**src/rtl/csr_unit.sv**
```systemverilog
`default_nettype none
// ============================================================================
// Module      : csr_unit
// Description : Machine-mode CSR file with trap entry/return, interrupt
//               pending logic and 64-bit cycle/instret counters.
// Revision    : 1.0
// ============================================================================
module csr_unit #(
    parameter int          XLEN      = 32,
    parameter logic [63:0] MTVEC_RST = 64'h0,
    parameter bit          VECTORED  = 1'b1
) (
    input  logic            clk,
    input  logic            rst,
    input  logic            csr_ren_i,
    input  logic [11:0]     csr_ridx_i,
    output logic [XLEN-1:0] csr_rdata_o,
    input  logic            csr_wen_i,
    input  logic [11:0]     csr_widx_i,
    input  logic [XLEN-1:0] csr_wdata_i,
    input  logic [1:0]      csr_op_i,
    output logic            csr_illegal_o,
    input  logic            int_soft_i,
    input  logic            int_time_i,
    input  logic            int_exte_i,
    input  logic            trap_en_i,
    input  logic            trap_int_i,
    input  logic [3:0]      trap_code_i,
    input  logic [XLEN-1:0] trap_epc_i,
    input  logic [XLEN-1:0] trap_tval_i,
    input  logic            mret_i,
    input  logic            instret_i,
    output logic            irq_pending_o,
    output logic [XLEN-1:0] trap_vector_o,
    output logic [XLEN-1:0] csr_mepc_o,
    output logic            csr_mstatus_mie_o
);

    localparam logic [11:0] c_mstatus   = 12'h300;
    localparam logic [11:0] c_mie       = 12'h304;
    localparam logic [11:0] c_mtvec     = 12'h305;
    localparam logic [11:0] c_mscratch  = 12'h340;
    localparam logic [11:0] c_mepc      = 12'h341;
    localparam logic [11:0] c_mcause    = 12'h342;
    localparam logic [11:0] c_mtval     = 12'h343;
    localparam logic [11:0] c_mip       = 12'h344;
    localparam logic [11:0] c_mcycle    = 12'hB00;
    localparam logic [11:0] c_minstret  = 12'hB02;
    localparam logic [11:0] c_mcycleh   = 12'hB80;
    localparam logic [11:0] c_minstreth = 12'hB82;
    localparam logic [11:0] c_cycle     = 12'hC00;
    localparam logic [11:0] c_instret   = 12'hC02;
    localparam logic [11:0] c_cycleh    = 12'hC80;
    localparam logic [11:0] c_instreth  = 12'hC82;

    localparam logic [XLEN-1:0] c_align_mask = ~XLEN'(3);
    localparam logic [63:0]     c_lo_mask    = (XLEN == 32) ? 64'h0000_0000_FFFF_FFFF : '1;
    localparam logic [XLEN-1:0] c_mtvec_rst  =
        {MTVEC_RST[XLEN-1:2], (VECTORED ? MTVEC_RST[1:0] : 2'b00)};

    logic            mstatus_mie_q, mstatus_mie_d;
    logic            mstatus_mpie_q, mstatus_mpie_d;
    logic [2:0]      mie_q, mie_d;          // {MEIE, MTIE, MSIE}
    logic [2:0]      mip_q, mip_d;          // {MEIP, MTIP, MSIP}
    logic [XLEN-1:0] mtvec_q, mtvec_d;
    logic [XLEN-1:0] mscratch_q, mscratch_d;
    logic [XLEN-1:0] mepc_q, mepc_d;
    logic            mcause_int_q, mcause_int_d;
    logic [3:0]      mcause_code_q, mcause_code_d;
    logic [XLEN-1:0] mtval_q, mtval_d;
    logic [63:0]     mcycle_q, mcycle_d;
    logic [63:0]     minstret_q, minstret_d;

    logic [XLEN-1:0] w_wold;
    logic [XLEN-1:0] w_wval;
    logic [XLEN-1:0] w_tvec_base;
    logic            w_wr_req;
    logic            w_wr_legal;
    logic            w_wr_ok;
    logic            w_ctx_busy;

    function automatic logic csr_exists(input logic [11:0] idx);
        case (idx)
            c_mstatus, c_mie, c_mtvec, c_mscratch, c_mepc, c_mcause, c_mtval,
            c_mip, c_mcycle, c_minstret, c_cycle, c_instret:
                csr_exists = 1'b1;
            c_mcycleh, c_minstreth, c_cycleh, c_instreth:
                csr_exists = (XLEN == 32);
            default:
                csr_exists = 1'b0;
        endcase
    endfunction

    function automatic logic csr_read_only(input logic [11:0] idx);
        csr_read_only = (idx == c_mip) || (idx[11:8] == 4'hC);
    endfunction

    // Architectural view of each CSR; upper-half counter indices only exist for RV32.
    function automatic logic [XLEN-1:0] csr_value(input logic [11:0] idx);
        logic [XLEN-1:0] v;
        v = '0;
        case (idx)
            c_mstatus: begin
                v[3]     = mstatus_mie_q;
                v[7]     = mstatus_mpie_q;
                v[12:11] = 2'b11;
            end
            c_mie: begin
                v[3]  = mie_q[0];
                v[7]  = mie_q[1];
                v[11] = mie_q[2];
            end
            c_mip: begin
                v[3]  = mip_q[0];
                v[7]  = mip_q[1];
                v[11] = mip_q[2];
            end
            c_mtvec:    v = mtvec_q;
            c_mscratch: v = mscratch_q;
            c_mepc:     v = mepc_q;
            c_mcause: begin
                v[XLEN-1] = mcause_int_q;
                v[3:0]    = mcause_code_q;
            end
            c_mtval:               v = mtval_q;
            c_mcycle, c_cycle:     v = mcycle_q[XLEN-1:0];
            c_minstret, c_instret: v = minstret_q[XLEN-1:0];
            c_mcycleh, c_cycleh: begin
                if (XLEN == 32) v = XLEN'(mcycle_q[63:32]);
            end
            c_minstreth, c_instreth: begin
                if (XLEN == 32) v = XLEN'(minstret_q[63:32]);
            end
            default: v = '0;
        endcase
        csr_value = v;
    endfunction

    always_comb begin
        csr_rdata_o = '0;
        if (csr_ren_i && csr_exists(csr_ridx_i)) begin
            csr_rdata_o = csr_value(csr_ridx_i);
        end
    end

    always_comb begin
        w_wold = csr_value(csr_widx_i);
        case (csr_op_i)
            2'b01:   w_wval = csr_wdata_i;
            2'b10:   w_wval = w_wold | csr_wdata_i;
            2'b11:   w_wval = w_wold & ~csr_wdata_i;
            default: w_wval = w_wold;
        endcase
    end

    assign w_wr_req      = csr_wen_i && (csr_op_i != 2'b00);
    assign w_wr_legal    = csr_exists(csr_widx_i) && !csr_read_only(csr_widx_i);
    assign w_wr_ok       = w_wr_req && w_wr_legal;
    assign w_ctx_busy    = trap_en_i || mret_i;
    assign csr_illegal_o = (csr_ren_i && !csr_exists(csr_ridx_i)) || (w_wr_req && !w_wr_legal);

    assign irq_pending_o     = mstatus_mie_q && (|(mip_q & mie_q));
    assign csr_mepc_o        = mepc_q;
    assign csr_mstatus_mie_o = mstatus_mie_q;

    assign w_tvec_base   = mtvec_q & c_align_mask;
    assign trap_vector_o = ((mtvec_q[1:0] == 2'b01) && trap_int_i)
                         ? (w_tvec_base + XLEN'({trap_code_i, 2'b00}))
                         : w_tvec_base;

    always_comb begin
        mstatus_mie_d  = mstatus_mie_q;
        mstatus_mpie_d = mstatus_mpie_q;
        mie_d          = mie_q;
        mip_d          = {int_exte_i, int_time_i, int_soft_i};
        mtvec_d        = mtvec_q;
        mscratch_d     = mscratch_q;
        mepc_d         = mepc_q;
        mcause_int_d   = mcause_int_q;
        mcause_code_d  = mcause_code_q;
        mtval_d        = mtval_q;
        mcycle_d       = mcycle_q + 64'd1;
        minstret_d     = minstret_q + {63'd0, instret_i};

        // Trap-context CSRs yield to a coinciding trap or mret; the rest always commit.
        if (w_wr_ok) begin
            case (csr_widx_i)
                c_mstatus: begin
                    if (!w_ctx_busy) begin
                        mstatus_mie_d  = w_wval[3];
                        mstatus_mpie_d = w_wval[7];
                    end
                end
                c_mie:      mie_d = {w_wval[11], w_wval[7], w_wval[3]};
                c_mtvec:    mtvec_d = {w_wval[XLEN-1:2],
                                       ((VECTORED && (w_wval[1:0] == 2'b01)) ? 2'b01 : 2'b00)};
                c_mscratch: mscratch_d = w_wval;
                c_mepc: begin
                    if (!w_ctx_busy) mepc_d = w_wval & c_align_mask;
                end
                c_mcause: begin
                    if (!w_ctx_busy) begin
                        mcause_int_d  = w_wval[XLEN-1];
                        mcause_code_d = w_wval[3:0];
                    end
                end
                c_mtval: begin
                    if (!w_ctx_busy) mtval_d = w_wval;
                end
                c_mcycle:    mcycle_d   = (mcycle_q & ~c_lo_mask) | (64'(w_wval) & c_lo_mask);
                c_mcycleh:   mcycle_d   = {w_wval[31:0], mcycle_q[31:0]};
                c_minstret:  minstret_d = (minstret_q & ~c_lo_mask) | (64'(w_wval) & c_lo_mask);
                c_minstreth: minstret_d = {w_wval[31:0], minstret_q[31:0]};
                default: ;
            endcase
        end

        if (trap_en_i) begin
            mepc_d         = trap_epc_i & c_align_mask;
            mcause_int_d   = trap_int_i;
            mcause_code_d  = trap_code_i;
            mtval_d        = trap_tval_i;
            mstatus_mpie_d = mstatus_mie_q;
            mstatus_mie_d  = 1'b0;
        end else if (mret_i) begin
            mstatus_mie_d  = mstatus_mpie_q;
            mstatus_mpie_d = 1'b1;
        end
    end

    always_ff @(posedge clk or posedge rst) begin
        if (rst) begin
            mstatus_mie_q  <= 1'b0;
            mstatus_mpie_q <= 1'b0;
            mie_q          <= '0;
            mip_q          <= '0;
            mtvec_q        <= c_mtvec_rst;
            mscratch_q     <= '0;
            mepc_q         <= '0;
            mcause_int_q   <= 1'b0;
            mcause_code_q  <= '0;
            mtval_q        <= '0;
            mcycle_q       <= '0;
            minstret_q     <= '0;
        end else begin
            mstatus_mie_q  <= mstatus_mie_d;
            mstatus_mpie_q <= mstatus_mpie_d;
            mie_q          <= mie_d;
            mip_q          <= mip_d;
            mtvec_q        <= mtvec_d;
            mscratch_q     <= mscratch_d;
            mepc_q         <= mepc_d;
            mcause_int_q   <= mcause_int_d;
            mcause_code_q  <= mcause_code_d;
            mtval_q        <= mtval_d;
            mcycle_q       <= mcycle_d;
            minstret_q     <= minstret_d;
        end
    end

endmodule
`default_nettype wire

```
**config.mk**
```make
export PLATFORM = sky130hd
export DESIGN_NAME = csr_unit
export DESIGN_NICKNAME = d
export VERILOG_FILES = /design/src/rtl/csr_unit.sv
export SDC_FILE = /design/constraint.sdc
export NUM_CORES = 1
export LEC_CHECK = 0
export CORE_ASPECT_RATIO = 0.7
export CORE_UTILIZATION = 25
export DETAILED_ROUTE_END_ITERATION = 8
export PLACE_DENSITY = 0.42
export SETUP_SLACK_MARGIN = 0.15
export SLEW_MARGIN = 20
export SYNTH_ARGS = -nofsm -noshare
export SYNTH_HDL_FRONTEND = slang
export SYNTH_SLANG_ARGS = --single-unit
```
**constraint.sdc**
```tcl
create_clock -name clk -period 19.3 [get_ports clk]
set_clock_uncertainty 0.15 [all_clocks]
set_input_delay 1.93 -clock clk [delete_from_list [all_inputs] [get_ports clk]]
set_output_delay 1.93 -clock clk [all_outputs]
set_load 0.05 [all_outputs]
```
**Word level (Yosys, flattened, before mapping)**

Cells that the tools add are included.
Widths: inputs -> output; s select.

- Bits in registers: 269
- Input port bits: 137
- Output and inout port bits: 99
- Word-level logic and storage cells: 158

- Add/subtract/negate cells: 3
- Equal/unequal tests: 42
- Muxes and demuxes: 54
- Bitwise gates (word level): 6
- Reduce and logical (&&, ||, !) cells: 39

Operators with widths:

| cell | number |
|---|---|
| $mux 32 | 10 |
| $pmux 18 s8 | 2 |
| $pmux 64 s2 | 2 |
| $eq 12x10->1 const B | 16 |
| $eq 12x12->1 const B | 16 |
| $mux 64 | 2 |
| $or 64x32->64 | 2 |
| $pmux 3 s8 | 4 |
| $pmux 32 s3 | 1 |
| $add 64x1->64 | 1 |
| $add 64x1->64 const B | 1 |
| $pmux 3 s9 | 2 |
| $pmux 1 s11 | 4 |
| $pmux 1 s9 | 4 |
| $add 32x6->32 | 1 |
| $and 32x32->32 | 1 |
| $not 32->32 | 1 |
| $or 32x32->32 | 1 |
| $reduce_or 16->1 | 2 |
| $pmux 1 s12 | 2 |
| $mux 1 | 17 |
| $mux 4 | 4 |
| $reduce_or 2->1 | 8 |
| $reduce_and 3->1 | 4 |
| other kinds (13) | 36 |

**Logic depth before layout (Yosys ltp)**

- Word-level depth: 10
- Depth in mapped cells: 11

**Worst setup path before layout**

Ideal clock, no wire load.

- Path kind: in2out
- Start point: in csr_ridx_i[9]
- End point: out csr_illegal_o
- Arrival time: 4,900 ps
- Slack: 12,320 ps
- Stages on the path: 7
- Buffers on the path: 0
- Cells stage by stage: and3b_1 > o21ai_1 > nor3b_1 > or4_1 > a211o_1 > or3_1 > o32ai_1

- Word-level cells in the longest chain between the ends: 6

Ends and longest elaborated chain:

| element | line | RTL |
|---|---|---|
| from (decl) | 16 | `input logic [11:0] csr_ridx_i,` |
| $eq 12x12->1 / $eq 12x10->1 (equally long branches) | 83 | `case (idx)` |
| $reduce_or 16->1 (no line) * | - |  |
| $mux 1 * | 83 |  |
| $logic_not 1->1 * | 160 | `assign csr_illegal_o = (csr_ren_i && !csr_exists(csr_ridx_i)) \|\| (w_wr_req && !w_wr_legal);` |
| $logic_and 1x1->1 * | 160 |  |
| $logic_or 1x1->1 * | 160 |  |
| to (decl) | 22 | `output logic csr_illegal_o,` |

Mark *: on every way between the ends. The rest lies on a longest branch, timed or not.

**Worst setup path in the final report**

- Start point: in csr_ridx_i[0]
- End point: out csr_rdata_o[9]

- Word-level cells in the longest chain between the ends: 5

Ends and longest elaborated chain:

| element | line | RTL |
|---|---|---|
| $eq 12x12->1 (tied with other cells) | 83, 102 |  |
| $reduce_or 16->1 (no line) | - |  |
| $mux 1 | 83 |  |
| $logic_and 1x1->1 | 141 | `if (csr_ren_i && csr_exists(csr_ridx_i)) begin` |
| $mux 32 * | 141 |  |
| to (decl) | 17 | `output logic [XLEN-1:0] csr_rdata_o,` |

Marked as above.

==> impl_metrics.py <==
metrics = {
    "run_status": {
        "outcome": "complete, but fails checks",
        "violations": "DRC",
    },
    "synthesis": {
        "yosys_most_used_dff": "dfrtp_1",
        "netlist_area_um2": 19000,
        "yosysSeqAreaShare_pct": 35.0,
        "synth_most_common_cell": "dfrtp_1",
        "synth_largest_type_area_fraction_pct": 35.0,
        "synth_common_cells": "dfrtp_1, nand2_1, o21ai_0",
        "ys_top_cells_by_area": "dfrtp_1, o21ai_0, a21oi_1",
        "ys_types": 98,
        "synth-edff-count": 0,
        "synth_top_cell_by_area": "dfrtp_1",
        "async_flop_share_pct": 100,
        "yosys_warnings": 0,
        "post_synth.cell_area_avg_um2": 8.31,
        "synth-seq-cells": 266,
        "synthCells": 2290,
    },
    "grt": {
        "grt_pass1_wl_um": 158000,
        "antenna_found_initial": 2,
        "grt.total_usage_pct": 28.3,
        "grt_max_degree": 108,
        "gr-total-overflow": 0,
        "grt_pass1_vias": 20300,
    },
    "setup_path": {
        "cp-startpoint": "csr_ridx_i[0]",
        "start_kind": "primary input",
        "crit_arrival_ns": 6.57,
        "timing.rr.start": "minstret_q[0]",
        "path_max_fanout": 33,
        "crit_required_ns": 17.22,
        "crit_type": "in -> out",
        "endpoint_kind": "output pin",
    },
    "final_layout": {
        "fin_cells": 3439,
        "postLayoutCoreUtil_pct": 31.1,
        "multiInputGateArea_um2": 11500,
        "drive_gt1_share_pct": 8.91,
        "num-nets-final": 2566,
        "final_area_um2": 23400,
        "final-seq-area_um2": 6660,
        "area_growth_syn_to_layout_pct": 23.1,
        "fill_cells": 7953,
    },
    "die": {
        "die_y_um": 233,
        "die_w_um": 332,
        "io_pins": 236,
        "die_area_um2": 77300,
        "core_um2": 75300,
        "initial_core_util_pct": 25.3,
        "rows": 84,
    },
    "sta": {
        "hold_ws_ns": 0.372,
        "slew_violations": 0,
        "period_share_pct": 44.8,
        "fmax_mhz": 116,
        "rsz0062_at_grt": "no",
        "setup_slack_ns": 10.65,
        "slew_headroom_pct": 18.6,
        "setup_tns_ns": 0,
        "finalHoldViolCount": 0,
        "worst_slew_pin_slew_ns": 1.22,
        "post-route-min-period_ns": 8.65,
        "finalSetupViolations": 0,
    },
    "clock_network": {
        "clockBufferDepth": 3,
        "clk_latency_ns": 0.64,
        "cts_setup_buffers": 0,
        "cts_buffers": 31,
        "clock_sinks": 266,
        "root_buffer": "clkbuf_16",
        "cts_tree": "yes",
        "clk_pin_slew_ns": 0.06,
        "htree_num_levels": 1,
        "cts_resized": 0,
        "hold_buffers": 0,
    },
    "placed_design": {
        "routabilityCongestion": 0.922,
        "placed_cell_area_um2": 22400,
        "hpwl_um": 79600,
        "port_buffers": 229,
        "pre_cts_slack_ns": 10.88,
        "placed_cells": 3377,
    },
    "job": {
        "drv_cap": 0,
    },
    "detailed_routing": {
        "wl_per_cell_um": 32.7,
        "drcViolationCount": 14,
        "vias": 21700,
        "ant_nets": 0,
        "dr.pass1.iters": 9,
        "vias_per_cell": 6.31,
        "routed_wl_um": 113000,
        "first_iter_violations": 2970,
    },
    "power": {
        "power_mw": 1.51,
        "ir_drop_mv": 0.0708,
        "power.leakage_nw": 8.58,
        "p_per_area_nw_per_um2": 64.5,
    },
    "min_path": {
        "hp-start": "mscratch_q[1]",
        "min_path_type": "reg -> reg",
    },
}
## area by class of cell
cell class,instances,share of cell area [%]
Timing Repair Buffer,304,12.2
Tap cell,989,5.28
Sequential cell,266,28.4
Multi-Input combinational cell,1792,49.2
Inverter,26,0.448
Clock buffer,43,3.72
Clock inverter,15,0.635
Antenna cell,4,0.0427
## registers in the layout (all words and copies together) (netlist names)
signal,count
mcycle_q,64
mstatus_mpie_q,1
mip_q,3
mie_q,3
csr_mepc_o,30
mcause_int_q,1
mscratch_q,32
mtvec_q,31
minstret_q,64
mcause_code_q,4
csr_mstatus_mie_o,1
mtval_q,32
## logic make-up after synthesis
family,share of synthesized area (%)
AOI/OAI and AO/OA,30.7
and+or+nand+nor,22.9
adders and majority gates,0.565
buffers and inverters,5.26
muxes,3.48
other,0.0197
xor gates and xnor gates,2.12
DFF,35.0
## path summary, 6_finish.rpt
check,to,slack (ns),depth (start not counted)
max,csr_rdata_o[9],10.65,10
min,mscratch_q[1],0.37,2
max reg2reg,minstret_q[60],15.36,9
min reg2reg,mscratch_q[1],0.37,2
max in group asynchronous,minstret_q[41],15.81,3
min in group asynchronous,mip_q[2],1.62,2
## where the power goes
part / internal (mW) / total (mW) / switching [mW] / leakage, nW
Sequential: 0.589 / 0.652 / 0.0626 / 3.37
Clock: 0.343 / 0.628 / 0.285 / 0.510
Combinational: 0.0904 / 0.232 / 0.142 / 4.70
## worst max-delay path: stages
cell and delay [ns]:
clkdlybuf4s50_1 0.75, nor4_1 0.67, nor3b_2 0.27, buf_4 0.53
or4_1 0.22, a211o_1 0.19, o21ai_2 0.07, buf_4 0.28
a31oi_1 0.68, clkdlybuf4s50_1 0.94
## cell usage in the layout, fill, tap and decap left out, drive strengths merged, types with 33 or more instances in the layout
cell and count:
nand2 234, nor2 102, nand3 84, nor3b 62, a21oi 185, and3 45
a31oi 57, dfrtp 266, mux2i 37, o21ai 250, a22oi 72, buf 77
clkdlybuf4s50 227, nor3 54, clkbuf 43, a222oi 70, a221oi 33, nand4 58
o211ai 35
## metal layers
layer	vias to the layer above	global-route usage, %	share of wire [%]
met4	2	9.36	3.4
met1	10900	39.6	45
met3	205	8.01	10
li1	9174	-	-
met2	1390	41.6	42
met5	-	0	0.012
No activity file was read; power rests on OpenSTA's default activity.
